**src/rtl/seq_u_csks24.sv**
```systemverilog
// seq_u_csks24: sequential 24-bit unsigned carry-skip subtractor.
// Computes a - b as a + ~b + 1, one 4-bit skip block per clock, and returns
// {borrow, difference} behind valid/ready handshakes on both sides.
// Optional build macro: CSKS_SKIP_EN -- when a block fully propagates, the next
// block is processed in the same cycle (dual-block step). Results are identical
// in both builds; only latency changes.
module seq_u_csks24 #(
    parameter int N   = 24,
    parameter int BLK = 4
) (
    input  logic         clk,
    input  logic         rst_n,
    input  logic         in_valid,
    output logic         in_ready,
    input  logic [N-1:0] a,
    input  logic [N-1:0] b,
    output logic         out_valid,
    input  logic         out_ready,
    output logic [N:0]   out
);

    localparam int NB = N / BLK;
    localparam int IW = $clog2(NB + 1);

    typedef enum logic [1:0] {IDLE, RUN, DONE} state_t;

    state_t         state_q, state_n;
    logic [N-1:0]   a_q, b_q;
    logic [N:0]     out_q;
    logic           carry_q;
    logic [IW-1:0]  idx_q;

    logic           accept;
    logic           last;
    logic           dual;
    logic           c_next;
    int             idx_adv;
    logic [BLK-1:0] a0, b0, d0;
    logic           c0;
`ifdef CSKS_SKIP_EN
    logic [BLK-1:0] a1, b1, d1;
    logic           c1;
`endif

    // One skip block of a + ~b + cin: returns {carry_out, difference bits}.
    // A fully propagating block forwards its carry-in straight to its carry-out.
    function automatic logic [BLK:0] sub_blk(input logic [BLK-1:0] x,
                                             input logic [BLK-1:0] y,
                                             input logic           cin);
        logic [BLK-1:0] p, g, d;
        logic           c;
        p = ~(x ^ y);
        g = x & ~y;
        c = cin;
        for (int i = 0; i < BLK; i++) begin
            d[i] = p[i] ^ c;
            c    = g[i] | (p[i] & c);
        end
        return {(&p) ? cin : c, d};
    endfunction

    assign accept = (state_q == IDLE) && in_valid;
    assign out    = out_q;

    // Select the operand slice(s) at the current block index and evaluate them.
    always_comb begin
        // NOTE: every combinational output gets a default first, so no path
        // through this block can leave a value unassigned and infer a latch.
        a0 = '0;
        b0 = '0;
        for (int j = 0; j < NB; j++) begin
            if (int'(idx_q) == j) begin
                a0 = a_q[j*BLK +: BLK];
                b0 = b_q[j*BLK +: BLK];
            end
        end
        {c0, d0} = sub_blk(a0, b0, carry_q);
`ifdef CSKS_SKIP_EN
        a1 = '0;
        b1 = '0;
        for (int j = 0; j < NB; j++) begin
            if (int'(idx_q) + 1 == j) begin
                a1 = a_q[j*BLK +: BLK];
                b1 = b_q[j*BLK +: BLK];
            end
        end
        // Second block is only taken when the first one propagates, so its
        // carry-in (c0) equals the incoming carry.
        {c1, d1} = sub_blk(a1, b1, c0);
        dual     = (a0 == b0) && (int'(idx_q) + 1 < NB);
        c_next   = dual ? c1 : c0;
`else
        dual     = 1'b0;
        c_next   = c0;
`endif
        idx_adv = int'(idx_q) + (dual ? 2 : 1);
        last    = (idx_adv >= NB);
    end

    // State register.
    always_ff @(posedge clk or negedge rst_n) begin
        // NOTE: sequential state uses non-blocking assignments so every
        // register samples pre-edge values regardless of statement order.
        if (!rst_n) state_q <= IDLE;
        else        state_q <= state_n;
    end

    // Next-state and handshake decode; outputs depend on state only.
    always_comb begin
        state_n   = state_q;
        in_ready  = 1'b0;
        out_valid = 1'b0;
        case (state_q)
            IDLE: begin
                in_ready = 1'b1;
                if (in_valid) state_n = RUN;
            end
            RUN: begin
                if (last) state_n = DONE;
            end
            DONE: begin
                out_valid = 1'b1;
                if (out_ready) state_n = IDLE;
            end
            default: state_n = IDLE;
        endcase
    end

    // Datapath: capture operands at accept, then write one (or two) blocks per cycle.
    always_ff @(posedge clk or negedge rst_n) begin
        if (!rst_n) begin
            a_q     <= '0;
            b_q     <= '0;
            out_q   <= '0;
            carry_q <= 1'b0;
            idx_q   <= '0;
        end else if (accept) begin
            a_q     <= a;
            b_q     <= b;
            out_q   <= '0;
            carry_q <= 1'b1;
            idx_q   <= '0;
        end else if (state_q == RUN) begin
            for (int j = 0; j < NB; j++) begin
                if (int'(idx_q) == j) out_q[j*BLK +: BLK] <= d0;
`ifdef CSKS_SKIP_EN
                if (dual && (int'(idx_q) + 1 == j)) out_q[j*BLK +: BLK] <= d1;
`endif
            end
            carry_q <= c_next;
            idx_q   <= IW'(idx_adv);
            if (last) out_q[N] <= ~c_next;
        end
    end

endmodule

```
**config.mk**
```make
export PLATFORM = sky130hd
export DESIGN_NAME = seq_u_csks24
export DESIGN_NICKNAME = d
export VERILOG_FILES = /design/src/rtl/seq_u_csks24.sv
export SDC_FILE = /design/constraint.sdc
export NUM_CORES = 1
export LEC_CHECK = 0
export CORE_ASPECT_RATIO = 1.25
export CORE_UTILIZATION = 50
export CTS_CLUSTER_DIAMETER = 80
export CTS_CLUSTER_SIZE = 40
export DETAILED_ROUTE_END_ITERATION = 10
export GPL_TIMING_DRIVEN = 0
export PLACE_DENSITY = 0.82
export SETUP_SLACK_MARGIN = 0.1
export SYNTH_ARGS = -nofsm -noshare
export SYNTH_HDL_FRONTEND = slang
export SYNTH_SLANG_ARGS = --single-unit
```
**constraint.sdc**
```tcl
create_clock -name clk -period 5.46 [get_ports clk]
set_input_delay 0.819 -clock clk [delete_from_list [all_inputs] [get_ports clk]]
set_output_delay 0.819 -clock clk [all_outputs]
set_load 0.01 [all_outputs]
```
After elaboration in Yosys (flattened, before gate mapping):

Cells that the tools add are included.
Widths: inputs -> output; s select.

* reduce and logical (&&, ||, !) cells: 20
* add/subtract/negate cells: 1
* order comparisons: 1
* equality and inequality tests: 10
* multiplexer cells: 32
* bitwise logic cells: 17

Operators by type and width (count)
* $mux 4: 18
* $mux 25: 2
* $reduce_bool 2->1: 8
* $reduce_and 2->1: 7
* $eq 3x3->1 const B: 4
* $not 4->4: 2
* $mux 1: 6
* $mux 2: 3
* $mux 3: 2
* $ne 2x2->1 const B: 3
* $pmux 2 s3: 1
* $add 3x1->4 const B: 1
* $and 1x1->1: 4
* $and 4x4->4: 1
* $ge 4x3->1 const B: 1
* $or 1x1->1: 4
* $reduce_and 4->1: 1
* $xor 1x1->1: 4
* $xor 4x4->4: 1
* $eq 3x2->1 const B: 1
* $logic_not 3->1: 1
* $reduce_and 3->1: 1
* $eq 2x1->1 const B: 1
* $eq 2x2->1 const B: 1
* other kinds (3): 3

* input port bits: 52
* word-level logic and storage cells: 93
* register bits after elaboration: 79
* output and inout port bits: 27

Depth between registers and ports, before layout:

Gate-level depths: netlist of run 1.

* depth after elaboration: 22
* mapped depth: 16

Worst setup path after synthesis of run 1:

Ideal clock, no wire load.

* path type: register to register
* start: register idx_q[2]
* end: register out_q[24] (netlist: out[24])
* slack: 1.891 ns
* period minus slack after synthesis: 3.569 ns
* arrival: 3.475 ns
* stages on the path, launching flop included: 17
* setup time: 0.094 ns
* path through: dfrtp_1 buf_2 buf_2 inv_1 ha_1 buf_2 clkbuf_1 nand2_1 a32oi_1 o22a_1 fa_1 inv_1 fa_1 fa_1 fa_1 mux2_2 a211oi_1

* longest elaborated chain between the ends: 22
* elaborated cells on any way between the ends: 40
* classes of those cells: add/sub (1); order compare (1); eq/ne (5); mux (16); bitwise (13); reduce/logical (4)

Ends and longest elaborated chain
* start: declaration: line 31 `logic [IW-1:0] idx_q;`
* start signal: assignment: line 151 `idx_q <= IW'(idx_adv);`
* $logic_not 3->1: line 72 `if (int'(idx_q) == j) begin`
* $mux 4 (6 in a row): line 72
* $xor 4x4->4: line 52 `p = ~(x ^ y);`
* $not 4->4: line 52
* $and 1x1->1: line 57 `c = g[i] | (p[i] & c);`
* $or 1x1->1: line 57
* $and 1x1->1: line 57
* $or 1x1->1: line 57
* $and 1x1->1: line 57
* $or 1x1->1: line 57
* $and 1x1->1: line 57
* $or 1x1->1: line 57
* $mux 1: line 59 `return {(&p) ? cin : c, d};`
* $not 1->1: line 152 `if (last) out_q[N] <= ~c_next;`
* $mux 1: line 152
* $mux 25: line 143 `end else if (state_q == RUN) begin`
* $mux 25: line 137 `end else if (accept) begin`
* end signal: indexed assignment: line 152
* end: declaration: line 29 `logic [N:0] out_q;`

Parallel ways exist; a longest one is shown, timed or not. The select of a mux whose other input is x is not followed.
A chain may end at the register's enable or synchronous reset.

Worst setup path after layout of run 1:

* start: register idx_q[2]
* end: register out_q[15] (netlist: out[15])

* longest elaborated chain between the ends: 19
* elaborated cells on any way between the ends: 34
* classes of those cells: eq/ne (5); mux (15); bitwise (11); reduce/logical (3)

Ends and longest elaborated chain
* $logic_not 3->1: line 72
* $mux 4 (6 in a row): line 72
* $xor 4x4->4: line 52
* $not 4->4: line 52
* $and 1x1->1: line 57
* $or 1x1->1: line 57
* $and 1x1->1: line 57
* $or 1x1->1: line 57
* $and 1x1->1: line 57
* $or 1x1->1: line 57
* $xor 1x1->1: line 56 `d[i] = p[i] ^ c;`
* $mux 4: line 145 `if (int'(idx_q) == j) out_q[j*BLK +: BLK] <= d0;`
* $mux 25: line 143
* $mux 25: line 137

Parallel ways exist; a longest one is shown, timed or not. The select of a mux whose other input is x is not followed.

==> summary.md, run 1 <==
| Metric | Value |
|---|---|
| Status | finished, final reports clean |
| Crit path buf inv count | 6 |
| Area growth syn-to-layout | 27.9% |
| Netlist Area Pre-Place | 4120 um2 |
| Cell count after synthesis | 331 |
| Crit Reg-Reg Startpoint | idx_q[2]$_DFFE_PN0P_ |
| Max Freq | 229 MHz |
| Number of synthesized flops with an enable pin | 0 |
| Tightest Pin Transition | 572 ps |
| Most common cell after layout, fill and taps aside | dfrtp_1 |
| Setup TNS | 0 ps |
| Final period util | 0.799 |
| CTS tree | built |
| Synthesis-stage register bit count | 79 |
| GRT Total Usage | 0.239 |
| Routability cong. | 0.884 |
| Crit-path slowest cell | fa_1 |
| Worst ir drop on vdd | 0.404 mV |
| Sequential share of the synthesized area | 0.480 |
| Critical Path Sink Type | flop |
| Postcts setup bufs | 0 |
| Fin. Hold Viols | 0 |
| Num Clock Sinks | 79 |
| Fin nets | 486 |
| Setup crit start kind | flop |
| Initial Util | 0.523 |
| Cell seen most often among critical-path stages | fa_1 |
| Setup Viol. Count Final | 0 |
| CTS Buffer Depth | 2 |
| Max H-tree Level | 3 |
| Top FF cell, synth | dfrtp_1 |
| Critical R2R Capture | out[15]$_DFFE_PN0P_ |
| Clock Latency Late Sink | 360 ps |
| Die W | 83.2 um |
| Post-Syn Nets | 396 |
| Met3 usage in global routing | 0.0351 |
| RSZ-0062 raised after global routing | no |
| Cts repair resizes | 0 |
| Critical path's largest stage delay | 680 ps |
| Final core occ | 0.669 |
| Largest net degree at the start of global routing | 42 |
| Root buffer cell | clkbuf_8 |
| Post-DP HPWL | 6.97 mm |
| Fillers | 572 |
| Hold Path Class | input port to async pin |
| Drt drc | 0 |
| Syn avg cell area | 12.5 um2 |
| Met2 usage | 0.407 |
| GR peak layer | met2 |
| CP top delay family | adder cells |
| Layout cell share with drive strength beyond 1 | 0.205 |
| Count of antenna-violating nets left after detailed routing | 0 |
| Critical Path RT | 5740 ps |
| Worst R2R Setup Slack | 1100 ps |
| Arr. time, crit path | 4640 ps |
| Max-slew headroom | 0.617 |
| Drt wl/cell | 18.4 um |
| Grt ovf | 0 |
| GR Util met1 | 0.311 |
| Drt via density | 5.61 |
| Max Cap Violations | 0 |
| Ys async rst share | 1.00 |
| IO buf count | 78 |
| Total die area | 8610 um2 |
| Number of global-route vias before repair | 3060 |
| Crit-path cells | buf_2 > buf_2 > inv_1 > ha_1 > buf_2 > clkbuf_1 > nand2_1 > a32oi_1 > o22a_1 > fa_1 > inv_1 > fa_1 > fa_1 > fa_1 > nand3_1 > a21oi_1 |
| Power Density | 662 nW/um2 |
| Die Y-Extent | 104 um |
| Ant diodes | 0 |
| Synth Warn # | 0 |
| Kind of critical path | flop to flop |
| Core Footprint | 7880 um2 |
| LEAKAGE | 2.51 nW |
| Clk_skew | 11.3 ps |
| Path depth of the worst reg2reg path | 16 |
| Routed wire length | 9.58 mm |
| Total chip power | 0.00349 W |
| Via count | 2918 |
| Final Max Slew Viols | 0 |
| Initial antenna violation count | 0 |
| DR pass1 iterations | 5 |
| Commonest cells after routing, fill and taps aside | dfrtp_1 (79), clkdlybuf4s50_1 (77), mux2_4 (45), nor2_1 (28), mux2i_1 (21) |
| Num ports | 79 |
| Row cnt | 36 |
| Count of different cell masters after synthesis | 42 |
| First-pass GRT wire length | 16.1 mm |
| Initial DRC Count | 233 |
| Post-route minimum period | 4360 ps |
| Maximum fanout along the worst path | 10 |
| Cts hold-fix bufs | 0 |
| CTS buffer count | 9 |
| Clock slew at reported path FFs | 80 ps |
## layer usage
layer	vias to the layer above	part of all wire	wire length, um
li1	1349	-	-
met1	1446	0.41	3950
met2	111	0.52	4980
met3	12	0.055	527
met4	0	0.013	121
met5	-	0	0
## power by group
part           switching, W  internal [W]  total (W)
Combinational       0.00100      0.000960    0.00196
Clock              0.000213      0.000300   0.000513
Sequential         0.000171      0.000844    0.00101
## worst max-delay path by stage
stage / from / to / slack [ps] / cells after the start
detailed placement: idx_q[2]$_DFFE_PN0P_ / out[15]$_DFFE_PN0P_ / 1220 / 16
CTS: idx_q[2]$_DFFE_PN0P_ / out[15]$_DFFE_PN0P_ / 1220 / 16
global placement: rst_n / a_q[20]$_DFFE_PN0P_ / 970 / 1
finish: idx_q[2]$_DFFE_PN0P_ / out[15]$_DFFE_PN0P_ / 1100 / 16
global route: idx_q[2]$_DFFE_PN0P_ / out[24]$_DFFE_PN0P_ / 860 / 16
floorplan: idx_q[2]$_DFFE_PN0P_ / out[24]$_DFFE_PN0P_ / 1890 / 16
## synth_stat cells, drive strengths merged (2+ instances only)
cell    count  area (um2)
a21oi       7        35.0
fa          4        80.1
nand3       6        30.0
a21o       12        90.1
a211oi      5        37.5
nand2      14        52.6
nand3b     10        75.1
nor4bb      3        30.0
mux2i      21         210
o31ai       2        15.0
a211o       3        26.3
o21a        2        15.0
buf        17         129
inv         7        26.3
a221oi      5        43.8
ha          9         113
nor2b       5        31.3
a22oi       5        37.5
clkbuf      8        30.0
nand4b      2        17.5
or2         3        18.8
dfrtp      79        1980
mux2       49         721
nor2       28         105
o21ai       4        20.0
nand2b      7        43.8
## stage by stage
step           instances  worst slack, ps  hold WS [ps]  area [um2]
3_3_place_gp         504              970           491        5020
3_5_place_dp         505             1220           496        5040
4_1_cts              520             1220           438        5270
2_1_floorplan        331             1890           472        4120
6_report             520             1100           416        5270
5_1_grt              520              856           459        5270
## kinds of logic (layout without fill, tap and decap cells)
group / Yosys count / after routing / share of synthesized area
buffers and inverters: 32 / 126 / 0.0449
AO/OA/AOI/OAI: 54 / 54 / 0.0971
multiplexers: 70 / 70 / 0.226
AND/OR/NAND/NOR: 83 / 83 / 0.106
flip-flops: 79 / 79 / 0.480
adder cells (fa/ha/maj): 13 / 13 / 0.0467
## cell type report
cell class / instances / area (um2) / share of cell area
Timing Repair Buffer: 79 / 798 / 0.151
Multi-Input combinational cell: 220 / 1960 / 0.372
Sequential cell: 79 / 1980 / 0.375
Inverter: 7 / 26.3 / 0.00498
Tap cell: 95 / 119 / 0.0225
Buffer: 25 / 159 / 0.0301
Clock buffer: 9 / 124 / 0.0235
Clock inverter: 6 / 110 / 0.0209
## sequential cells by signal, summed over array words and instances, names as in the netlist
signal   count
a_q         24
idx_q        3
b_q         24
state_q      2
carry_q      1
out         25
(Power assumes the default switching activity.)
==> inputs of run 2 (changes only) <==
==> constraint.sdc (replaced) <==
create_clock -name clk -period 4.3 [get_ports clk]
set_input_delay 0.645 -clock clk [delete_from_list [all_inputs] [get_ports clk]]
set_output_delay 0.645 -clock clk [all_outputs]
set_load 0.01 [all_outputs]
==> summary.md, run 2 (synthesized netlist as in run 1, its figures left out) <==
| Metric | Value |
|---|---|
| Arr. time, crit path | 4230 ps (was 4640 ps) |
| Drt via density | 5.57 (was 5.61) |
| CTS buffer count | 9 (unchanged) |
| Commonest cells after routing, fill and taps aside | dfrtp_1 (79), clkdlybuf4s50_1 (77), mux2_4 (45), nor2_1 (28), mux2i_1 (21) (unchanged) |
| Critical Path RT | 4560 ps (was 5740 ps) |
| Path depth of the worst reg2reg path | 15 (was 16) |
| DP Area | 5040 um2 (unchanged) |
| Tightest Pin Transition | 570 ps (was 572 ps) |
| Total chip power | 0.00444 W (was 0.00349 W) |
| Routed wire length | 9.55 mm (was 9.58 mm) |
| Die W | 83.2 um (unchanged) |
| Setup Viol. Count Final | 0 (unchanged) |
| Hold Path Class | input port to async pin (unchanged) |
| Max Cap Violations | 0 (unchanged) |
| Most common cell after layout, fill and taps aside | dfrtp_1 (unchanged) |
| Root buffer cell | clkbuf_8 (unchanged) |
| Fin Hold WS | 241 ps (was 416 ps) |
| Critical Path Sink Type | flop (unchanged) |
| Fin nets | 486 (unchanged) |
| Grt ovf | 0 (unchanged) |
| Area growth syn-to-layout | 28.3% (was 27.9%) |
| Maximum fanout along the worst path | 10 (unchanged) |
| Clock Latency Late Sink | 360 ps (about the same) |
| DR pass1 iterations | 4 (was 5) |
| Ant diodes | 0 (unchanged) |
| Design Area, Final | 5290 um2 (was 5270 um2) |
| CP endpoint | out[24]$_DFFE_PN0P_ (was out[15]$_DFFE_PN0P_) |
| Post-route minimum period | 3970 ps (was 4360 ps) |
| Core Footprint | 7880 um2 (unchanged) |
| Fin. Hold Viols | 0 (unchanged) |
| Via count | 2898 (was 2918) |
| LEAKAGE | 2.52 nW (was 2.51 nW) |
| RSZ-0062 raised after global routing | no (unchanged) |
| Power Density | 839 nW/um2 (was 662 nW/um2) |
| Clock slew at reported path FFs | 80 ps (about the same) |
| Clk_skew | 9.95 ps (was 11.3 ps) |
| Initial antenna violation count | 0 (unchanged) |
| Crit path launch | idx_q[2]$_DFFE_PN0P_ (unchanged) |
| Total die area | 8610 um2 (unchanged) |
| Final Max Slew Viols | 0 (unchanged) |
| Critical R2R Capture | out[24]$_DFFE_PN0P_ (was out[15]$_DFFE_PN0P_) |
| Max H-tree Level | 3 (unchanged) |
| Worst R2R Setup Slack | 330 ps (was 1100 ps) |
| Setup crit start kind | flop (unchanged) |
| Max Freq | 252 MHz (was 229 MHz) |
| First-pass GRT wire length | 16.1 mm (about the same) |
| Post-DP HPWL | 6.97 mm (unchanged) |
| CTS tree | built (unchanged) |
| Initial Util | 0.523 (unchanged) |
| Drt wl/cell | 18.4 um (about the same) |
| Largest net degree at the start of global routing | 42 (unchanged) |
| Number of global-route vias before repair | 3063 (was 3060) |
| CTS Buffer Depth | 2 (unchanged) |
| Crit Reg-Reg Startpoint | idx_q[2]$_DFFE_PN0P_ (unchanged) |
| GRT Total Usage | 0.239 (about the same) |
| Final period util | 0.922 (was 0.799) |
| Kind of critical path | flop to flop (unchanged) |
| Routability cong. | 0.884 (unchanged) |
| Postcts setup bufs | 0 (unchanged) |
| IO buf count | 78 (unchanged) |
| Max-slew headroom | 0.618 (was 0.617) |
| Row cnt | 36 (unchanged) |
| Worst ir drop on vdd | 0.514 mV (was 0.404 mV) |
| Count of antenna-violating nets left after detailed routing | 0 (unchanged) |
| Initial DRC Count | 211 (was 233) |
| Drt drc | 0 (unchanged) |
| Max reg flops | 25 (unchanged) |
| Layout cell share with drive strength beyond 1 | 0.212 (was 0.205) |
| Die Y-Extent | 104 um (unchanged) |
| Status | finished, final reports clean (unchanged) |
| Num ports | 79 (unchanged) |
| Num Clock Sinks | 79 (unchanged) |
## run 2: power by group
| group | switching, W | total [W] | leakage (nW) | internal (W) |
|---|---|---|---|---|
| registers | 0.000218 | 0.00129 | 0.976 | 0.00107 |
| clock network | 0.000269 | 0.000650 | 0.111 | 0.000381 |
| logic | 0.00127 | 0.00250 | 1.43 | 0.00123 |
| total | 0.00176 | 0.00444 | 2.52 | 0.00268 |
## run 2: routing by layer
layer  track usage  wire, um  up-vias
met5             0         0        -
met4        0.0739       104        0
met3        0.0422       430       12
met2         0.409      4990       83
met1         0.310      4020     1454
li1              -         -     1349
## run 2: area by class of cell
cell class	count	area [um2]
fill	571	2590
clock buffer	9	124
timing repair buffer	79	798
clock inverter	6	110
tap	95	119
multi-input combinational	220	1970
buffer	25	169
sequential	79	1980
inverter	7	26.3
## run 2: worst min-delay path by stage
stage                     depth (start not counted)                 from             endpoint
after floorplan                                   0                rst_n   a_q[0]$_DFFE_PN0P_
after global placement                            1  a_q[12]$_DFFE_PN0P_  a_q[12]$_DFFE_PN0P_
after detailed placement                          1  a_q[12]$_DFFE_PN0P_  a_q[12]$_DFFE_PN0P_
after CTS                                         1                rst_n  out[11]$_DFFE_PN0P_
after global routing                              1                rst_n  out[11]$_DFFE_PN0P_
final                                             1                rst_n  out[11]$_DFFE_PN0P_
## run 2: repair_timing
action | in CTS | in global routing
resized for setup | 1 | 9
endpoints found under the setup margin | 2 | 8
hold buffers | 0 | 0
## run 2: worst max-delay path, stage by stage (launching register included)
cell and delay, ps:
dfrtp_1 330, buf_2 190, buf_4 210, inv_1 80
ha_1 200, clkbuf_4 210, or2_2 320, a211oi_2 210
o22a_1 180, fa_1 170, inv_1 60, fa_1 390
fa_1 410, fa_1 370, mux2_2 310, a211oi_1 240
## run 2: through the flow
stage / util / cells / TNS [ps] / setup slack [ps]
4_1_cts: 0.669 / 520 / 0 / 214
5_1_grt: 0.671 / 520 / 0 / 110
2_1_floorplan: - / 331 / 0 / 731
6_report: 0.671 / 520 / 0 / 334
3_3_place_gp: 0.637 / 504 / -954 / -16.0
3_5_place_dp: 0.639 / 505 / 0 / 63.6
==> inputs of run 3 (changes only) <==
--- a/config.mk
+++ b/config.mk
@@ -10,9 +10,9 @@
 export CTS_CLUSTER_DIAMETER = 80
 export CTS_CLUSTER_SIZE = 40
 export DETAILED_ROUTE_END_ITERATION = 10
-export GPL_TIMING_DRIVEN = 0
 export PLACE_DENSITY = 0.82
 export SETUP_SLACK_MARGIN = 0.1
+export SLEW_MARGIN = 5
 export SYNTH_ARGS = -nofsm -noshare
 export SYNTH_HDL_FRONTEND = slang
 export SYNTH_SLANG_ARGS = --single-unit
==> summary.md, run 3 (synthesized netlist as in run 1, its figures left out) <==
| Metric | Value |
|---|---|
| Drt via density | 5.59 (was 5.57) |
| Post-route minimum period | 3790 ps (was 3970 ps) |
| Fin nets | 464 (was 486) |
| RSZ-0062 raised after global routing | no (unchanged) |
| Root buffer cell | clkbuf_8 (unchanged) |
| Postcts setup bufs | 0 (unchanged) |
| Max reg flops | 25 (unchanged) |
| Layout cell share with drive strength beyond 1 | 0.179 (was 0.212) |
| Tightest Pin Transition | 1140 ps (was 570 ps) |
| Critical Path RT | 4560 ps (about the same) |
| Final period util | 0.882 (was 0.922) |
| DR pass1 iterations | 4 (unchanged) |
| Design Area, Final | 5060 um2 (was 5290 um2) |
| Area growth syn-to-layout | 22.7% (was 28.3%) |
| Max Cap Violations | 0 (unchanged) |
| Commonest cells after routing, fill and taps aside | dfrtp_1 (79), clkdlybuf4s50_1 (77), mux2_4 (45), nor2_1 (28), mux2i_1 (21) (unchanged) |
| Kind of critical path | flop to flop (unchanged) |
| Post-route setup slack | 506 ps (was 334 ps) |
| Num ports | 79 (unchanged) |
| GRT Total Usage | 0.215 (was 0.239) |
| Count of antenna-violating nets left after detailed routing | 0 (unchanged) |
| Cts hold-fix bufs | 0 (unchanged) |
| Setup crit start kind | flop (unchanged) |
| Core Footprint | 7880 um2 (unchanged) |
| Max Freq | 264 MHz (was 252 MHz) |
| Routability cong. | 0.858 (was 0.884) |
| DP Area | 4890 um2 (was 5040 um2) |
| Initial Util | 0.523 (unchanged) |
| Setup Viol. Count Final | 0 (unchanged) |
| Ant diodes | 0 (unchanged) |
| Critical Path Sink Type | flop (unchanged) |
| Drt drc | 0 (unchanged) |
| Initial antenna violation count | 0 (unchanged) |
| Worst ir drop on vdd | 0.397 mV (was 0.514 mV) |
| First-pass GRT wire length | 14.5 mm (was 16.1 mm) |
| Final Max Slew Viols | 0 (unchanged) |
| Cts repair resizes | 0 (was 1) |
| CTS buffer count | 9 (unchanged) |
| Maximum fanout along the worst path | 18 (was 10) |
| Status | finished, final reports clean (unchanged) |
| Routed wire length | 8.57 mm (was 9.55 mm) |
| Clk_skew | 6.54 ps (was 9.95 ps) |
| Number of global-route vias before repair | 2902 (was 3063) |
| Total die area | 8610 um2 (unchanged) |
| Die W | 83.2 um (unchanged) |
| Path depth of the worst reg2reg path | 13 (was 15) |
| Arr. time, crit path | 4050 ps (was 4230 ps) |
| Drt wl/cell | 17.2 um (was 18.4 um) |
| Largest net degree at the start of global routing | 80 (was 42) |
| Via count | 2779 (was 2898) |
| Num Clock Sinks | 79 (unchanged) |
| Setup TNS | 0 ps (unchanged) |
| Hold Path Class | input port to async pin (unchanged) |
| Clock slew at reported path FFs | 70 ps (was 80 ps) |
| Initial DRC Count | 131 (was 211) |
| CTS tree | built (unchanged) |
| Clock Latency Late Sink | 350 ps (was 360 ps) |
| IO buf count | 78 (unchanged) |
| Row cnt | 36 (unchanged) |
| Die Y-Extent | 104 um (unchanged) |
| Grt ovf | 0 (unchanged) |
| Most common cell after layout, fill and taps aside | dfrtp_1 (unchanged) |
| CTS Buffer Depth | 2 (unchanged) |
| Fin Hold WS | 429 ps (was 241 ps) |
| Post-Place Worst Slack | 425 ps (was 63.6 ps) |
| Power Density | 804 nW/um2 (was 839 nW/um2) |
| Max H-tree Level | 3 (unchanged) |
| Max-slew headroom | 0.231 (was 0.618) |
| Fin. Hold Viols | 0 (unchanged) |
| LEAKAGE | 2.40 nW (was 2.52 nW) |
| Post-DP HPWL | 6.21 mm (was 6.97 mm) |
-- run 3: cell types whose count changed in the layout (fill, tap and decap cells not counted), sizes merged --
cell      delta
buf         -14
clkbuf       -4
bufinv       -3
clkinvlp     -2
-- run 3: area by class of cell --
class                      instances  area, um2
clock buffer                      13        159
inverter                           7       26.3
fill                             585       2820
sequential                        79       1980
timing repair buffer              82        808
clock inverter                     1       5.00
multi-input combinational        220       1970
tap                               95        119
-- run 3: report_power, final --
group | total [W] | switching (W) | internal, W
Combinational | 0.00228 | 0.00111 | 0.00117
Sequential | 0.00131 | 0.000241 | 0.00107
Clock | 0.000476 | 0.000242 | 0.000234
-- run 3: critical path: stages, from the launching register on --
cell      delay, ps
dfrtp_1         400
inv_1            90
ha_1            390
buf_4           280
nand3b_1        170
a211oi_1        290
o22a_1          190
fa_1            180
inv_1            60
fa_1            390
fa_1            390
fa_1            360
mux2_2          280
a211oi_1        240
-- run 3: final timing paths --
path                                            from                  end  slack (ps)
max in group asynchronous                      rst_n   a_q[3]$_DFFE_PN0P_        3230
min in group clk                 a_q[23]$_DFFE_PN0P_  a_q[23]$_DFFE_PN0P_         520
worst min-delay path                           rst_n  out[10]$_DFFE_PN0P_         430
worst max-delay path            idx_q[1]$_DFFE_PN0P_  out[24]$_DFFE_PN0P_         510
worst max register to register  idx_q[1]$_DFFE_PN0P_  out[24]$_DFFE_PN0P_         510
worst min register to register   a_q[23]$_DFFE_PN0P_  a_q[23]$_DFFE_PN0P_         520
-- run 3: routing by layer --
metal	routed length, um	track usage	share of wire	vias to the layer above
met3	333	0.0319	0.039	24
li1	-	-	-	1305
met4	325	0.131	0.038	0
met2	4170	0.343	0.49	84
met1	3750	0.277	0.44	1366
met5	0	0	0	-
-- run 3: stage by stage --
step / util / instances / total power, W
3_5_place_dp: 0.621 / 483 / 0.00360
4_1_cts: 0.642 / 497 / 0.00408
2_1_floorplan: - / 331 / 0.00295
5_1_grt: 0.642 / 497 / 0.00437
3_3_place_gp: 0.621 / 483 / 0.00352
6_report: 0.642 / 497 / 0.00407
